$ cat src/rtl/blink_driver.sv
// Turns an accepted single-cycle request into a burst of N blinks on one output line:
// each blink is ON_CYCLES high, with OFF_CYCLES low between blinks and no trailing gap.
module blink_driver #(
    parameter int ON_CYCLES  = 25000,
    parameter int OFF_CYCLES = 25000,
    parameter int BLINK_W    = 4
) (
    input  logic               clk,
    input  logic               rst,
    input  logic               trigger_i,
    input  logic [BLINK_W-1:0] count_i,
    output logic               out_o,
    output logic               busy_o,
    output logic               done_o
);

    function automatic integer clog2(input integer value);
        integer v;
        integer res;
        begin
            v   = value - 1;
            res = 0;
            while (v > 0) begin
                v   = v >> 1;
                res = res + 1;
            end
            clog2 = res;
        end
    endfunction

    localparam int MAX_PH = (ON_CYCLES > OFF_CYCLES) ? ON_CYCLES : OFF_CYCLES;
    localparam int PH_W   = (clog2(MAX_PH + 1) < 1) ? 1 : clog2(MAX_PH + 1);

    // The phase counter counts down to zero; a phase of L cycles is loaded with L-1.
    localparam logic [PH_W-1:0] ON_LOAD  = PH_W'(ON_CYCLES - 1);
    localparam logic [PH_W-1:0] OFF_LOAD = PH_W'(OFF_CYCLES - 1);

    typedef enum logic [1:0] {
        S_IDLE = 2'd0,
        S_ON   = 2'd1,
        S_OFF  = 2'd2
    } state_t;

    state_t             state_q;
    logic [PH_W-1:0]    phase_q;
    logic [BLINK_W-1:0] remain_q;
    logic               out_q;
    logic               busy_q;
    logic               done_q;

    always_ff @(posedge clk or posedge rst) begin
        if (rst) begin
            state_q  <= S_IDLE;
            phase_q  <= '0;
            remain_q <= '0;
            out_q    <= 1'b0;
            busy_q   <= 1'b0;
            done_q   <= 1'b0;
        end else begin
            done_q <= 1'b0;
            case (state_q)
                S_IDLE: begin
                    // Requests only land here, so triggers while busy (and on the done edge) are dropped.
                    if (trigger_i && (count_i != '0)) begin
                        remain_q <= count_i;
                        phase_q  <= ON_LOAD;
                        state_q  <= S_ON;
                        out_q    <= 1'b1;
                        busy_q   <= 1'b1;
                    end
                end
                S_ON: begin
                    if (phase_q == '0) begin
                        remain_q <= remain_q - 1'b1;
                        out_q    <= 1'b0;
                        if (remain_q == BLINK_W'(1)) begin
                            state_q <= S_IDLE;
                            busy_q  <= 1'b0;
                            done_q  <= 1'b1;
                        end else begin
                            state_q <= S_OFF;
                            phase_q <= OFF_LOAD;
                        end
                    end else begin
                        phase_q <= phase_q - 1'b1;
                    end
                end
                S_OFF: begin
                    if (phase_q == '0) begin
                        state_q <= S_ON;
                        phase_q <= ON_LOAD;
                        out_q   <= 1'b1;
                    end else begin
                        phase_q <= phase_q - 1'b1;
                    end
                end
                default: begin
                    state_q <= S_IDLE;
                    out_q   <= 1'b0;
                    busy_q  <= 1'b0;
                end
            endcase
        end
    end

    assign out_o  = out_q;
    assign busy_o = busy_q;
    assign done_o = done_q;

endmodule

$ cat config.mk
export PLATFORM = sky130hd
export DESIGN_NAME = blink_driver
export DESIGN_NICKNAME = d
export VERILOG_FILES = /design/src/rtl/blink_driver.sv
export SDC_FILE = /design/constraint.sdc
export NUM_CORES = 1
export LEC_CHECK = 0
export BUFFER_PORTS_ARGS = -buffer_cell sky130_fd_sc_hd__buf_2
export CAP_MARGIN = 5
export CORE_MARGIN = 5
export CORE_UTILIZATION = 40
export DETAILED_ROUTE_END_ITERATION = 8
export PLACE_DENSITY = 0.65
export SLEW_MARGIN = 10
export SYNTH_ARGS = -nofsm -noshare
export SYNTH_HDL_FRONTEND = slang
export SYNTH_SLANG_ARGS = --single-unit
$ cat constraint.sdc
create_clock -name clk -period 3.9 [get_ports clk]
set_input_delay 0.78 -clock clk [delete_from_list [all_inputs] [get_ports clk]]
set_output_delay 0.78 -clock clk [all_outputs]
set_load 0.1 [all_outputs]
[After elaboration in Yosys (flattened, before gate mapping)]
Index checks and enable logic that the tools add are counted.
Storage, ports and cells
  bits in read-only memories: 0
  register bits after elaboration: 24
  input port bits: 7
  bits in writable memories: 0
  output and inout port bits: 3
  memories kept: 0
  latch bits: 0
Operators by class
  $add $sub $neg: 2
  muxes and demuxes: 23
  bitwise gates (word level): 1
  $mul: 0
  div/mod/pow operators: 0
  shifts and indexed selects: 0
  reductions and logical operators: 10
  order comparisons: 0
  eq/ne operators: 8
Operator list (number)
  2-to-1 mux 15 bit: 4
  case mux 15 bit (3 select lines): 1
  zero test 15 bit: 1
  subtractor 15 x 1 -> 15 bit, second input constant: 1
  AND reduction 3 bit: 3
  2-to-1 mux 1 bit: 8
  2-to-1 mux 2 bit: 4
  2-to-1 mux 4 bit: 2
  inequality test 2 bit, second input constant: 4
  case mux 4 bit (2 select lines): 1
  case mux 1 bit (3 select lines): 2
  case mux 2 bit (3 select lines): 1
  equality test 4 x 1 -> 1 bit, second input constant: 1
  AND reduction 4 bit: 1
  nonzero test 4 bit: 1
  subtractor 4 x 1 -> 4 bit, second input constant: 1
  inequality test 3 bit, second input constant: 1
  nonzero test 3 bit: 1
  equality test 2 x 1 -> 1 bit, second input constant: 1
  equality test 2 bit, second input constant: 1
  zero test 2 bit: 1
  nonzero test 2 bit: 1
  logical AND 1 bit: 1
  inverter 1 bit: 1

[Logic depth before layout (Yosys ltp)]
  word-level depth: 4
  mapped depth: 9

[Worst setup path after synthesis]
Ideal clock, no wire load.
  path kind: input-to-reg
  start: input port count_i[2]
  end: register remain_q[2]
  slack: 1.813 ns
  buffers on the path: 0
  stages: 5
  library setup time: 0.126 ns
  arrival time: 1.961 ns
  cells stage by stage: o41ai_2 -> nand2_1 -> nand2_1 -> o21ai_0 -> a221o_1
Between the ends
  cells in the longest elaborated chain, start to end: 4
Ends and longest elaborated chain
  start, declared: line 11  | input logic [BLINK_W-1:0] count_i,
  nonzero test 4 bit: line 64  | if (trigger_i && (count_i != '0)) begin
  logical AND 1 bit: line 64
  inequality test 2 bit (no line)
  AND reduction 3 bit (no line)
  end signal, assigned: line 65  | remain_q <= count_i;
  end signal, assigned: line 74  | remain_q <= remain_q - 1'b1;
  end, declared: line 46  | logic [BLINK_W-1:0] remain_q;
Several ways; a longest one is shown, not always the timed one. The select of a mux whose other input is x is not followed.
A chain may end at the register's enable or synchronous reset.

[Worst setup path after layout]
  start: register phase_q[7]
  end: register phase_q[10]
Between the ends
  cells in the longest elaborated chain, start to end: 3
Ends and longest elaborated chain
  start, declared: line 45  | logic [PH_W-1:0] phase_q;
  start signal, assigned: line 85  | phase_q <= phase_q - 1'b1;
  start signal, assigned: line 94  | phase_q <= phase_q - 1'b1;
  subtractor 15 x 1 -> 15 bit / zero test 15 bit (equally long branches)
  2-to-1 mux 15 bit, or another cell as far along: line 89  | if (phase_q == '0) begin
  case mux 15 bit (3 select lines) / AND reduction 3 bit (equally long branches)
Several ways; a longest one is shown, not always the timed one.

==> run_results.csv <==
group,metric,value,unit
sta,slew_violations,0,
clock_network,clkTransAtPathRegs,0.09,ns
clock_network,cts-root-buf,"clkbuf_8",
global_routing,grt_max_degree,25,
pwr,power_frac_comb,4.1,%
global_routing,grt_antenna_before_repair,0,
pwr,power.switching,96.4,µW
logic_synthesis,yosysWarnings,0,
sta,fin_crit_sh,61.6,%
layout,utilization,45.6,%
clock_network,cts_buffer_depth,2,
routing,num_vias,1322,
worst_setup_path,cp-start-kind,"flop",
logic_synthesis,yosysMostFrequentCell,"dfrtp_1",
sta,max_slew_margin,36.6,%
global_routing,grt_first_pass_wirelength,5750,µm
pwr,p_leak,0.736,nW
clock_network,cts_resized,0,
logic_synthesis,synth_edf_count,0,
routing,post_drt_wl_per_cell,14.5,µm
sta,hold_viol,0,
worst_setup_path,crit_family,"compound AO/OA/AOI/OAI gates",
layout,final_nets,199,
routing,via_per_inst,5.72,
worst_setup_path,critical_path.slowest_cell,"o21ai_0",
hold_path,hp-class,"reg -> reg",
global_routing,grtUsageTotal,13.6,%
logic_synthesis,synth_area,1560,µm²
global_routing,overflow,0,
routing,firstDrtPassIters,4,
floorplanning,fp.dieH,72.5,µm
placement,routabilityCongestion,0.802,
worst_setup_path,crit-reg2reg-launch,"phase_q[7]",
logic_synthesis,async_flop_share,100,%
job,drv_cap,0,
floorplanning,die_width,72.5,µm
floorplanning,num_rows,22,
hold_path,min_path_cells,2,
clock_network,numCtsBuffers,3,
global_routing,grt_pass1_vias,1268,
worst_setup_path,crit_chain,"nor4_4 > nand4_2 > o21ai_0 > a21oi_1 > o21ai_0",
logic_synthesis,syn_avg_cell_area,8.94,µm²
worst_setup_path,cp-startpoint,"phase_q[7]",
worst_setup_path,crit_fanout,13,
floorplanning,core_area,3720,µm²
logic_synthesis,synth_cell_types,47,
layout,diodes,0,
worst_setup_path,setup.worst_path.class,"reg -> reg",
layout,area_growth_syn_to_layout,8.32,%
worst_setup_path,crit_path_frequent_cell,"o21ai_0",
floorplanning,start_util,42.1,%
logic_synthesis,synth_commonest_cells,"dfrtp_1 (24), o21ai_0 (21), nand2_1 (18)",
sta,final-setup-viol-count,0,
worst_setup_path,worstRegToRegCells,5,
logic_synthesis,synth_area_leaders,"dfrtp_1 (38%), o21ai_0 (6.7%), ha_1 (6.4%)",
worst_setup_path,reg2reg_to,"phase_q[10]",
worst_setup_path,worstPathArrival,2.59,ns
layout,fin_area,1690,µm²
placement,port_buffers,9,
layout,drive_gt1_share,13.1,%
worst_setup_path,cpPeakStageDelay,0.67,ns
clock_network,clock-sinks,24,
clock_network,clk_latency,0.27,ns
pwr,seq_power_share,57.0,%
worst_setup_path,cp.required,4.09,ns
sta,skew,0.00466,ns
floorplanning,dieArea,5260,µm²
run_status,status,"finished, final reports clean",
clock_network,cts_tree,"built",
logic_synthesis,ys.flop_type,"dfrtp_1",
pwr,power_density,262,nW/µm²
routing,antenna_left,0,
worst_setup_path,ff2ff_setup_slack,1.50,ns
clock_network,cts_hold_buf,0,
routing,drc_errors,0,
placement,dp_hpwl,2430,µm
pwr,internal_power,347,µW
clock_network,htreeDepth,1,
logic_synthesis,synth_seq_cells,24,
placement,placed_area,1640,µm²
routing,drt-total-wl,3350,µm
worst_setup_path,end_kind,"flop",
routing,drt-initial-drc-count,118,
logic_synthesis,netlist_instances,175,
sta,fin_crit,2.40,ns
logic_synthesis,yosysSeqAreaShare,38.4,%
pwr,switching_share,21.7,%
layout,nFillCells,365,
sta,worst_slew_pin_slew,0.950,ns
logic_synthesis,synth_largest_area_cell,"dfrtp_1",
pwr,p_clk_share,38.9,%
worst_setup_path,crit_buf_inv,0,
logic_synthesis,synth_top_area_share,38.4,%
clock_network,post_cts_buffers,0,
logic_synthesis,syn_nets,190,
pwr,vdd_drop_max,0.0924,mV
sta,max_freq,0.416,GHz
sta,tns,0,ns
floorplanning,num_io_pins,10,
worst_setup_path,worst-path-stages,5,
sta,rsz0062_at_grt,"no",
worst_setup_path,crit_end,"phase_q[10]",
through the flow:
stage	power [mW]	std cells	setup WS (ns)	hold slack (ns)
5_1_grt	0.459	231	1.28	0.598
2_1_floorplan	0.269	175	1.81	0.480
4_1_cts	0.451	231	1.54	0.544
3_5_place_dp	0.276	227	1.43	0.524
6_report	0.444	231	1.50	0.532
3_3_place_gp	0.275	227	1.53	0.517
cell families (layout without fill, tap and decap cells):
family	count (synthesis)	in the layout	synth area share [%]
muxes	2	2	1.28
and+or+nand+nor	68	68	25.5
adders and majority gates	8	8	6.40
buffers and inverters	19	27	5.28
AOI/OAI and AO/OA	54	54	23.1
DFF	24	24	38.4
state kept, by name, summed over array words and instances, names as in the netlist:
name / flops
busy_o: 1
done_o: 1
out_o: 1
phase_q: 15
remain_q: 4
state_q: 2
layer usage:
| metal | vias to the layer above | wire [µm] | GRT usage, % |
|---|---|---|---|
| li1 | 657 | - | - |
| met1 | 625 | 1620 | 18.5 |
| met2 | 34 | 1530 | 21.2 |
| met3 | 6 | 143 | 1.94 |
| met4 | 0 | 48 | 5.94 |
| met5 | - | 0 | 0 |
worst min-delay path: stages (launching register included):
cell	delay, ns
dfrtp_1	0.35
nor2_1	0.05
a21oi_1	0.10
layout make-up:
type / count / area, µm² / area share [%]
multi-input combinational: 132 / 881 / 52.0
sequential: 24 / 601 / 35.5
tap: 48 / 60.1 / 3.55
clock buffer: 4 / 55.1 / 3.25
inverter: 14 / 52.6 / 3.10
timing repair buffer: 9 / 45.0 / 2.66
power by group through the flow:
| stage | Sequential, mW | Clock (mW) | Combinational (mW) |
|---|---|---|---|
| after floorplan | 0.257 | 0 | 0.0112 |
| after detailed placement | 0.258 | 0 | 0.0184 |
| after global routing | 0.253 | 0.185 | 0.0210 |
| final | 0.253 | 0.173 | 0.0180 |
| after CTS | 0.253 | 0.179 | 0.0185 |
| after global placement | 0.258 | 0 | 0.0175 |
layout by cell type, fill, tap and decap left out, types with 2 or more instances in the layout:
master	count
buf_2	9
a21o_1	2
mux2i_1	2
clkbuf_8	4
nor2_1	15
nor4_1	3
o21ai_0	21
nor3_1	8
ha_1	8
nand2_1	18
inv_1	14
a221o_1	2
nor4_4	2
a21oi_1	10
o21a_1	2
and2_1	2
dfrtp_1	24
nor3b_1	3
nand3_1	3
or3_1	2
o31ai_1	4
worst min-delay path by stage:
stage | endpoint | startpoint | slack, ns
6_report | out_o | out_o | 0.53
5_1_grt | phase_q[12] | phase_q[12] | 0.60
4_1_cts | phase_q[14] | phase_q[14] | 0.54
3_5_place_dp | out_o | out_o | 0.52
3_3_place_gp | busy_o | busy_o | 0.52
2_1_floorplan | phase_q[14] | phase_q[14] | 0.48
Power figures use the tool's default switching activity.
